**config.mk**
```make
export PLATFORM = sky130hd
export DESIGN_NAME = master_addr_tx
export DESIGN_NICKNAME = d
export VERILOG_FILES = /design/src/rtl/bus_pkg.sv /design/src/rtl/serial_shifter.sv /design/src/rtl/master_addr_tx.sv
export SDC_FILE = /design/constraint.sdc
export NUM_CORES = 1
export LEC_CHECK = 0
export ABC_AREA = 1
export BUFFER_PORTS_ARGS = -buffer_cell sky130_fd_sc_hd__buf_2
export CORE_MARGIN = 2
export CORE_UTILIZATION = 57
export DETAILED_ROUTE_END_ITERATION = 8
export HOLD_SLACK_MARGIN = 0.03
export PLACE_DENSITY = 0.79
export SLEW_MARGIN = 0
export SYNTH_ARGS = -nofsm -noshare
export SYNTH_HDL_FRONTEND = slang
export SYNTH_SLANG_ARGS = --single-unit
```
**constraint.sdc**
```tcl
create_clock -name clk -period 1.82 [get_ports clk]
set_clock_uncertainty 0.1 [all_clocks]
set_input_delay 0.364 -clock clk [delete_from_list [all_inputs] [get_ports clk]]
set_output_delay 0.364 -clock clk [all_outputs]
set_load 0.005 [all_outputs]
```
**src/rtl/bus_pkg.sv**
```systemverilog
// Shared definitions for the serial address bus: state encoding, mode-bit
// values and default field widths so master and decoder agree.
package bus_pkg;

  localparam int DEF_DEVICE_ADDR_WIDTH = 4;
  localparam int DEF_MEM_ADDR_WIDTH    = 12;
  localparam int DEF_DATA_WIDTH        = 8;
  localparam int DEF_ACK_TIMEOUT       = 15;

  localparam logic MODE_WRITE = 1'b1;
  localparam logic MODE_READ  = 1'b0;

  typedef enum logic [3:0] {
    ST_IDLE,
    ST_ARB,
    ST_DEV_ADDR,
    ST_WAIT_ACK,
    ST_MODE,
    ST_MEM_ADDR,
    ST_WDATA,
    ST_WR_WAIT,
    ST_RD,
    ST_SPLIT_WAIT
  } state_t;

  function automatic int max3(input int a, input int b, input int c);
    int m;
    m = (a > b) ? a : b;
    return (m > c) ? m : c;
  endfunction

endpackage

```
**src/rtl/serial_shifter.sv**
```systemverilog
// LSB-first shift register with bit counter: parallel load then serial out
// on sout, or serial in at the MSB end so the first bit lands in bit 0.
module serial_shifter #(
  parameter int W  = 8,
  parameter int CW = $clog2(W + 1)
) (
  input  logic          clk,
  input  logic          rstn,
  input  logic          load,
  input  logic [W-1:0]  load_data,
  input  logic [CW-1:0] len,
  input  logic          shift,
  input  logic          sin,
  output logic          sout,
  output logic [W-1:0]  shifted,
  output logic [CW-1:0] cnt,
  output logic          last
);

  logic [W-1:0] sr;

  // load wins over shift so a phase change can reload on its final bit
  always_ff @(posedge clk) begin
    if (!rstn) begin
      sr  <= '0;
      cnt <= '0;
    end else if (load) begin
      sr  <= load_data;
      cnt <= '0;
    end else if (shift) begin
      sr  <= shifted;
      cnt <= cnt + CW'(1);
    end
  end

  assign sout    = sr[0];
  assign shifted = {sin, sr[W-1:1]};
  assign last    = (cnt == len - CW'(1));

endmodule

```
**src/rtl/master_addr_tx.sv**
```systemverilog
// Master-side serial request engine: arbitrates, shifts device address, mode,
// memory address and write data, then collects read data or waits for ack drop.
//
// state      | meaning
// IDLE       | ready for a local request
// ARB        | bus_req held, waiting for bus_grant
// DEV_ADDR   | shifting device address bits
// WAIT_ACK   | waiting for decoder ack, timeout down-counter running
// MODE       | one cycle of read/write mode bit
// MEM_ADDR   | shifting memory address bits
// WDATA      | shifting write data bits
// WR_WAIT    | waiting for ack to fall to finish a write
// RD         | collecting serial read bits on rvalid
// SPLIT_WAIT | bus released after split, waiting for split_grant
module master_addr_tx
  import bus_pkg::*;
#(
  parameter int DEVICE_ADDR_WIDTH = DEF_DEVICE_ADDR_WIDTH,
  parameter int MEM_ADDR_WIDTH    = DEF_MEM_ADDR_WIDTH,
  parameter int DATA_WIDTH        = DEF_DATA_WIDTH,
  parameter int ACK_TIMEOUT       = DEF_ACK_TIMEOUT
) (
  input  logic                         clk,
  input  logic                         rstn,
  input  logic                         req,
  input  logic                         req_write,
  input  logic [DEVICE_ADDR_WIDTH-1:0] req_dev_addr,
  input  logic [MEM_ADDR_WIDTH-1:0]    req_mem_addr,
  input  logic [DATA_WIDTH-1:0]        req_wdata,
  output logic                         req_ready,
  output logic                         bus_req,
  input  logic                         bus_grant,
  output logic                         addr_valid,
  output logic                         addr_data,
  input  logic                         ack,
  input  logic                         split,
  input  logic                         split_grant,
  input  logic                         rvalid,
  input  logic                         rdata,
  output logic                         done,
  output logic                         err,
  output logic [DATA_WIDTH-1:0]        rdata_out
);

  localparam int TX_W  = max3(DEVICE_ADDR_WIDTH, MEM_ADDR_WIDTH, DATA_WIDTH);
  localparam int TX_CW = $clog2(TX_W + 1);
  localparam int RX_CW = $clog2(DATA_WIDTH + 1);
  localparam int TMO_W = $clog2(ACK_TIMEOUT + 1);

  state_t state, state_nxt;

  logic                         lat_write;
  logic [DEVICE_ADDR_WIDTH-1:0] lat_dev;
  logic [MEM_ADDR_WIDTH-1:0]    lat_mem;
  logic [DATA_WIDTH-1:0]        lat_wdata;
  logic [TMO_W-1:0]             tmo_cnt;

  logic              tx_load, tx_shift, tx_sout, tx_last;
  logic [TX_W-1:0]   tx_load_data;
  logic [TX_CW-1:0]  tx_len;
  logic [TX_W-1:0]   unused_tx_shifted;
  logic [TX_CW-1:0]  unused_tx_cnt;

  logic                  rx_load, rx_shift, rx_last;
  logic [DATA_WIDTH-1:0] rx_shifted;
  logic [RX_CW-1:0]      rx_cnt;
  logic                  unused_rx_sout;

  logic latch_req, tmo_load, tmo_dec, bus_req_nxt, done_set, err_set, rdata_load;

  serial_shifter #(.W(TX_W), .CW(TX_CW)) u_tx (
    .clk       (clk),
    .rstn      (rstn),
    .load      (tx_load),
    .load_data (tx_load_data),
    .len       (tx_len),
    .shift     (tx_shift),
    .sin       (1'b0),
    .sout      (tx_sout),
    .shifted   (unused_tx_shifted),
    .cnt       (unused_tx_cnt),
    .last      (tx_last)
  );

  serial_shifter #(.W(DATA_WIDTH), .CW(RX_CW)) u_rx (
    .clk       (clk),
    .rstn      (rstn),
    .load      (rx_load),
    .load_data ('0),
    .len       (RX_CW'(DATA_WIDTH)),
    .shift     (rx_shift),
    .sin       (rdata),
    .sout      (unused_rx_sout),
    .shifted   (rx_shifted),
    .cnt       (rx_cnt),
    .last      (rx_last)
  );

  // the pulse cycle already sits in IDLE but must not look ready yet
  assign req_ready = (state == ST_IDLE) && !done && !err;

  always_ff @(posedge clk) begin
    if (!rstn) state <= ST_IDLE;
    else       state <= state_nxt;
  end

  always_comb begin
    state_nxt    = state;
    latch_req    = 1'b0;
    tx_load      = 1'b0;
    tx_load_data = '0;
    tx_len       = TX_CW'(DEVICE_ADDR_WIDTH);
    tx_shift     = 1'b0;
    rx_load      = 1'b0;
    rx_shift     = 1'b0;
    tmo_load     = 1'b0;
    tmo_dec      = 1'b0;
    bus_req_nxt  = bus_req;
    done_set     = 1'b0;
    err_set      = 1'b0;
    rdata_load   = 1'b0;
    addr_valid   = 1'b0;
    addr_data    = 1'b0;
    case (state)
      ST_IDLE: begin
        if (req && req_ready) begin
          latch_req   = 1'b1;
          bus_req_nxt = 1'b1;
          state_nxt   = ST_ARB;
        end
      end
      ST_ARB: begin
        if (bus_grant) begin
          tx_load      = 1'b1;
          tx_load_data = TX_W'(lat_dev);
          state_nxt    = ST_DEV_ADDR;
        end
      end
      ST_DEV_ADDR: begin
        addr_valid = 1'b1;
        addr_data  = tx_sout;
        tx_shift   = 1'b1;
        tx_len     = TX_CW'(DEVICE_ADDR_WIDTH);
        if (tx_last) begin
          tmo_load  = 1'b1;
          state_nxt = ST_WAIT_ACK;
        end
      end
      ST_WAIT_ACK: begin
        if (ack) begin
          state_nxt = ST_MODE;
        end else if (tmo_cnt == '0) begin
          err_set     = 1'b1;
          bus_req_nxt = 1'b0;
          state_nxt   = ST_IDLE;
        end else begin
          tmo_dec = 1'b1;
        end
      end
      ST_MODE: begin
        addr_valid   = 1'b1;
        addr_data    = lat_write ? MODE_WRITE : MODE_READ;
        tx_load      = 1'b1;
        tx_load_data = TX_W'(lat_mem);
        state_nxt    = ST_MEM_ADDR;
      end
      ST_MEM_ADDR: begin
        addr_valid = 1'b1;
        addr_data  = tx_sout;
        tx_shift   = 1'b1;
        tx_len     = TX_CW'(MEM_ADDR_WIDTH);
        if (tx_last) begin
          if (lat_write == MODE_WRITE) begin
            tx_load      = 1'b1;
            tx_load_data = TX_W'(lat_wdata);
            state_nxt    = ST_WDATA;
          end else begin
            rx_load   = 1'b1;
            state_nxt = ST_RD;
          end
        end
      end
      ST_WDATA: begin
        addr_valid = 1'b1;
        addr_data  = tx_sout;
        tx_shift   = 1'b1;
        tx_len     = TX_CW'(DATA_WIDTH);
        if (tx_last) state_nxt = ST_WR_WAIT;
      end
      ST_WR_WAIT: begin
        if (!ack) begin
          done_set    = 1'b1;
          bus_req_nxt = 1'b0;
          state_nxt   = ST_IDLE;
        end
      end
      ST_RD: begin
        // a split is only honoured before any read bit has arrived
        if (split && rx_cnt == '0) begin
          rx_load     = 1'b1;
          bus_req_nxt = 1'b0;
          state_nxt   = ST_SPLIT_WAIT;
        end else if (rvalid) begin
          rx_shift = 1'b1;
          if (rx_last) begin
            rdata_load  = 1'b1;
            done_set    = 1'b1;
            bus_req_nxt = 1'b0;
            state_nxt   = ST_IDLE;
          end
        end
      end
      ST_SPLIT_WAIT: begin
        if (split_grant) begin
          bus_req_nxt = 1'b1;
          state_nxt   = ST_RD;
        end
      end
      default: state_nxt = ST_IDLE;
    endcase
  end

  always_ff @(posedge clk) begin
    if (!rstn) begin
      lat_write <= 1'b0;
      lat_dev   <= '0;
      lat_mem   <= '0;
      lat_wdata <= '0;
      tmo_cnt   <= '0;
      bus_req   <= 1'b0;
      done      <= 1'b0;
      err       <= 1'b0;
      rdata_out <= '0;
    end else begin
      if (latch_req) begin
        lat_write <= req_write;
        lat_dev   <= req_dev_addr;
        lat_mem   <= req_mem_addr;
        lat_wdata <= req_wdata;
      end
      if (tmo_load)     tmo_cnt <= TMO_W'(ACK_TIMEOUT);
      else if (tmo_dec) tmo_cnt <= tmo_cnt - TMO_W'(1);
      bus_req <= bus_req_nxt;
      done    <= done_set;
      err     <= err_set;
      if (rdata_load) rdata_out <= rx_shifted;
    end
  end

endmodule

```
# [Word-level counts from Yosys, hierarchy flattened]
# Cells that the tools add are included.
[totals] ff_bits=72 in_bits=34 output_inout_bits=14 wordCells=122
[op_classes] n_addsub=4 n_eq_ne=23 mux=60 bitwise_logic=2 reduce_logical=19
[ops] cell="4-bit 2-to-1 mux" count=16
[ops] cell="4-bit case mux with 10 select lines" count=1
[ops] cell="12-bit case mux with 3 select lines" count=1
[ops] cell="1-bit 2-to-1 mux" count=32
[ops] cell="12-bit 2-to-1 mux" count=2
[ops] cell="4-bit by 3-bit == test with 1-bit output (second input constant)" count=5
[ops] cell="8-bit 2-to-1 mux" count=2
[ops] cell="2-bit != test (second input constant)" count=8
[ops] cell="4-bit logical NOT" count=3
[ops] cell="10-bit AND reduction" count=1
[ops] cell="3-bit != test (second input constant)" count=3
[ops] cell="4-bit by 1-bit adder with 4-bit output (second input constant)" count=2
[ops] cell="4-bit by 2-bit == test with 1-bit output (second input constant)" count=2
[ops] cell="4-bit == test (second input constant)" count=2
[ops] cell="4-bit case mux with 2 select lines" count=1
[ops] cell="8-bit AND reduction" count=1
[ops] cell="4-bit by 1-bit subtractor with 4-bit output (second input constant)" count=2
[ops] cell="1-bit case mux with 2 select lines" count=3
[ops] cell="3-bit OR reduction" count=2
[ops] cell="1-bit case mux with 5 select lines" count=1
[ops] cell="5-bit nonzero test" count=1
[ops] cell="4-bit by 1-bit == test with 1-bit output (second input constant)" count=1
[ops] cell="4-bit == test" count=1
[ops] cell="1-bit logical AND" count=4
[ops] cell="other kinds (7)" count=11

# [Logic depth before layout (Yosys ltp)]
[depth] ltp_word=7 ltp_mapped=12 ltp_nobuf=11

# [By module]
# A second synthesis with hierarchy kept.
[hier_totals] cells_unflattened=552 area_unflattened_um2=3769.9
[by_module_without_submodules] mod="master_addr_tx" n_inst=1 cells_each=307 area_each_um2=2189.6 seq_area_each_um2=880.8
[by_module_without_submodules] mod="serial_shifter (u_tx)" n_inst=1 cells_each=133 area_each_um2=855.8 seq_area_each_um2=320.3
[by_module_without_submodules] mod="serial_shifter (u_rx)" n_inst=1 cells_each=112 area_each_um2=724.4 seq_area_each_um2=240.2

# [Least setup slack after synthesis]
# Ideal clock, no wire load.
[synth_timing] path_type="register -> register" from="register u_rx.cnt[0]" to="register state[0]" setup_time_ns=0.115 t_arrival_ns=1.411 t_required_ns=1.605 slack_ns=0.194 stages_incl_launch_ff=9 path_buffers=0 period_less_slack_ns=1.626 path_cell_list="dfxtp_1 > ha_1 > nand3_1 > nand3_1 > nand3_2 > nor2_4 > nand3_1 > nand2_1 > nor2_1"
[synth_via] elab_chain_len=4 elab_cells_between_ends=8 classes_between="eq/ne: 3; mux: 2; reduce/logical: 3"
[synth_lines] element="start: declaration" line="serial_shifter.sv:16" source="output logic [CW-1:0] cnt,"
[synth_lines] element="start signal: assignment" line="serial_shifter.sv:32" source="cnt <= cnt + CW'(1);"
[synth_lines] element="4-bit logical NOT" line="master_addr_tx.sv:199" source="if (split && rx_cnt == '0) begin"
[synth_lines] element="1-bit logical AND" line="master_addr_tx.sv:199"
[synth_lines] element="3-bit != test (no source line) or 4-bit 2-to-1 mux (tied branches)"
[synth_lines] element="10-bit AND reduction (no source line) or 4-bit case mux with 10 select lines (tied branches)"
[synth_lines] element="end signal: assignment" line="master_addr_tx.sv:104" source="else state <= state_nxt;"
[synth_lines] element="end: declaration" line="master_addr_tx.sv:50" source="state_t state, state_nxt;"
# Parallel ways exist; a longest one is shown, timed or not.
# A chain may end at the register's enable or synchronous reset.

# [Worst setup path in the final report]
[layout_timing] from="register state[0]" to="output addr_data"
[layout_via] elab_chain_len=3 elab_cells_between_ends=6 classes_between="eq/ne: 4; mux: 1; reduce/logical: 1"
[layout_lines] element="4-bit by 3-bit == test with 1-bit output or 4-bit by 2-bit == test with 1-bit output (tied branches)" line="master_addr_tx.sv:124" source="case (state)"
[layout_lines] element="3-bit OR reduction (no source line)"
[layout_lines] element="1-bit case mux with 2 select lines (*)" line="master_addr_tx.sv:124"
[layout_lines] element="end: declaration" line="master_addr_tx.sv:34" source="output logic addr_data,"
# Mark *: on every way between the ends. The rest lies on a longest branch, timed or not.

==> results.yml <==
floorplan:
  die_area_um2: 6870
  die_y_um: 82.9
  floorplan.initialDensity_pct: 59.5
  boundaryPins: 48
  floorplan.core_area_um2: 5960
  floorplan.rows: 28
  die_w_um: 82.9
drt:
  avgRoutedWirePerCell_um: 13.8
  routed-via-count: 3491
  detail_route.iter0.violations: 299
  drtAntennaViolNets: 0
  drt_first_pass_iters: 6
  remaining_drc_errors: 0
  routed_via_density: 5.40
  detail_route.wirelength_um: 8950
clocking:
  worst_path_clk_slew_ps: 80
  ctsLongestPathBuffers: 2
  numClockSinks: 71
  post_cts_hold_buffer_count: 0
  clk_latency_ps: 350
  cts_htree_levels: 3
  tritoncts: "built"
  root_buffer: "clkbuf_8"
  cts-buffers-inserted: 9
synth:
  synth-edff-count: 0
  synth_fp_nets: 526
  synth_sequential_area_ratio_pct: 40.1
  synth_seq_cells: 71
  synth_common_cells: "94 x nand2_1, 78 x nor2_1, 71 x dfxtp_1"
  syn-instance-count: 488
  synth-async-reset-ratio_pct: 0
  cell_with_the_most_instances_after_synthesis: "nand2_1"
  synth_area_per_cell_um2: 7.26
  synthTopCellsByArea: "dfxtp_1 40%, nand2_1 10%, nor2_1 8.3%"
  synth_flop_cell: "dfxtp_1"
  yosys.area.top_type_share_pct: 40.1
  netlist_area_um2: 3540
  synth.largest_area_cell: "dfxtp_1"
  ys_types: 38
  yosys_warnings: 0
finish:
  layout-area-overhead-vs-synth_pct: 27.1
  multi_input_comb_area_um2: 1960
  finalInstanceArea_um2: 4510
  filler_cell_count: 458
  drive_above_1_share_pct: 30.3
  finalNetCount: 604
  layout.area.seq_um2: 1440
  antenna_cells_inserted: 0
setup_path:
  cpMaxStageDelayCell: "dfxtp_4"
  critical_path_arrival_ps: 1350
  critPathCaptureType: "output port"
  regToRegStartpoint: "state[2]$_SDFFE_PN0P_"
  timing.critical_path.from: "state[0]$_SDFFE_PN0P_"
  crit_path_start_kind: "register"
  timing.critical_path.required_ps: 1360
  worstPathMaxFanout: 5
  cp_slowest_stage_delay_ps: 410
  worstPathCellList: "inv_4 > nor2_4 > nand2_4 > nand2_4 > inv_4 > o22ai_2 > buf_2"
  worstSetupPathType: "reg -> out"
sta:
  finalHoldViolCount: 0
  finalWorstSetupSlack_ps: 4.64
  final-max-slew-violation-count: 0
  final_setup_violating_endpoints: 0
  period_share_pct: 99.7
  setup_total_negative_slack_ps: 0
  transition_time_at_the_pin_with_the_least_slew_margin_ps: 702
  timing.final.crit_period_ps: 1820
  hold_ws_ps: 153
  unrepaired_setup_endpoints_after_global_routing: "yes"
  timing.max_slew.rel_slack_pct: 53.2
  max_clk_rate_mhz: 551
status:
  outcome: "complete, no violations"
grt:
  antenna_found_initial: 0
  number_of_global_route_vias_before_repair: 3255
  globalRouteTotalUtil_pct: 25.2
  grt.overflow.total: 0
  grt_start_max_net_pins: 27
  global_route_wire_length_before_repair_um: 14400
min_path:
  hp-start: "req_mem_addr[7]"
  min-delay-path-class: "in -> reg"
placement:
  dpl_cell_area_um2: 3900
  place.gp.congestion: 0.877
  port_buffers: 47
  placement.setup.worst_slack_ps: -23.2
  detailedPlacementHpwl_um: 5810
pwr:
  static-leakage-power_nw: 1.99
  ir_drop_mv: 0.843
  power_density_nw_per_um2: 1330
flow_run:
  max_cap_violations: 0
power by group:
| group | internal, W | switching (W) |
|---|---|---|
| logic | 0.000941 | 0.00135 |
| registers | 0.00187 | 0.000248 |
| clock network | 0.000952 | 0.000613 |
| total | 0.00376 | 0.00221 |
metal layers:
layer / global-route usage, % / part of all wire (%) / up-vias
li1: - / - / 1750
met1: 30.0 / 42 / 1593
met2: 43.3 / 50 / 128
met3: 5.77 / 6.0 / 20
met4: 10.9 / 1.9 / 0
met5: 0 / 0 / -
critical path, delay by kind of cell, from the launching register on:
family,cells,cell delay [ps]
AO/OA/AOI/OAI,1,90
buffers and inverters,3,220
flip-flops,1,410
AND/OR/NAND/NOR,3,280
cells in the final DEF, fill, tap and decap left out, drive strengths merged, types with 2 or more instances in the layout:
cell type,count
o21ai,43
ha,4
nand3,34
clkinvlp,2
nand3b,3
inv,47
nor3,8
xor2,3
nand4,17
a21oi,39
buf,87
nand2,105
dfxtp,71
bufinv,3
nor2,85
clkinv,2
clkbuf,11
cell type report:
class | count | area share [%]
clock buffer | 11 | 3.14
clock inverter | 5 | 2.30
inverter | 48 | 4.55
multi-input combinational | 348 | 43.4
sequential | 71 | 31.9
tap | 75 | 2.08
timing repair buffer | 87 | 12.5
timing repair inverter | 1 | 0.111
timing repair:
item | CTS | global route
endpoints found under the setup margin | 32 | 58
buffers inserted | 13 | 10
gates resized for setup | 19 | 36
pin swaps | 5 | 18
gates cloned | 0 | 1
path summary, 6_finish.rpt:
check | end | slack [ps] | cells past startpoint
worst max register to register | state[3]$_SDFFE_PN0P_ | 30 | 11
worst min-delay path | lat_mem[7]$_SDFFE_PN0P_ | 150 | 3
worst min register to register | u_tx.sr[9]$_SDFFE_PN0P_ | 360 | 2
worst max-delay path | addr_data | 5 | 7
cell families (layout without fill, tap and decap cells):
kind of cell | Yosys count | count (layout) | synth area share (%)
buf+inv | 69 | 152 | 8.79
xor+xnor | 4 | 4 | 0.989
flops | 71 | 71 | 40.1
fa+ha+maj | 4 | 4 | 1.41
simple gates | 253 | 253 | 35.8
compound gates | 87 | 87 | 12.9
through the flow:
step | instances | utilization [%] | total power, W
after floorplan | 488 | - | 0.00349
after global placement | 608 | 65.5 | 0.00387
after detailed placement | 608 | 65.5 | 0.00393
after CTS | 636 | 72.0 | 0.00570
after global routing | 646 | 75.7 | 0.00632
final | 646 | 75.7 | 0.00597
registers in the layout, indices dropped and copies added (netlist names), 7 cells and up:
name	count
lat_mem	12
u_tx.sr	12
lat_wdata	8
rdata_out	8
u_rx.sr	7
(Power assumes the default switching activity.)
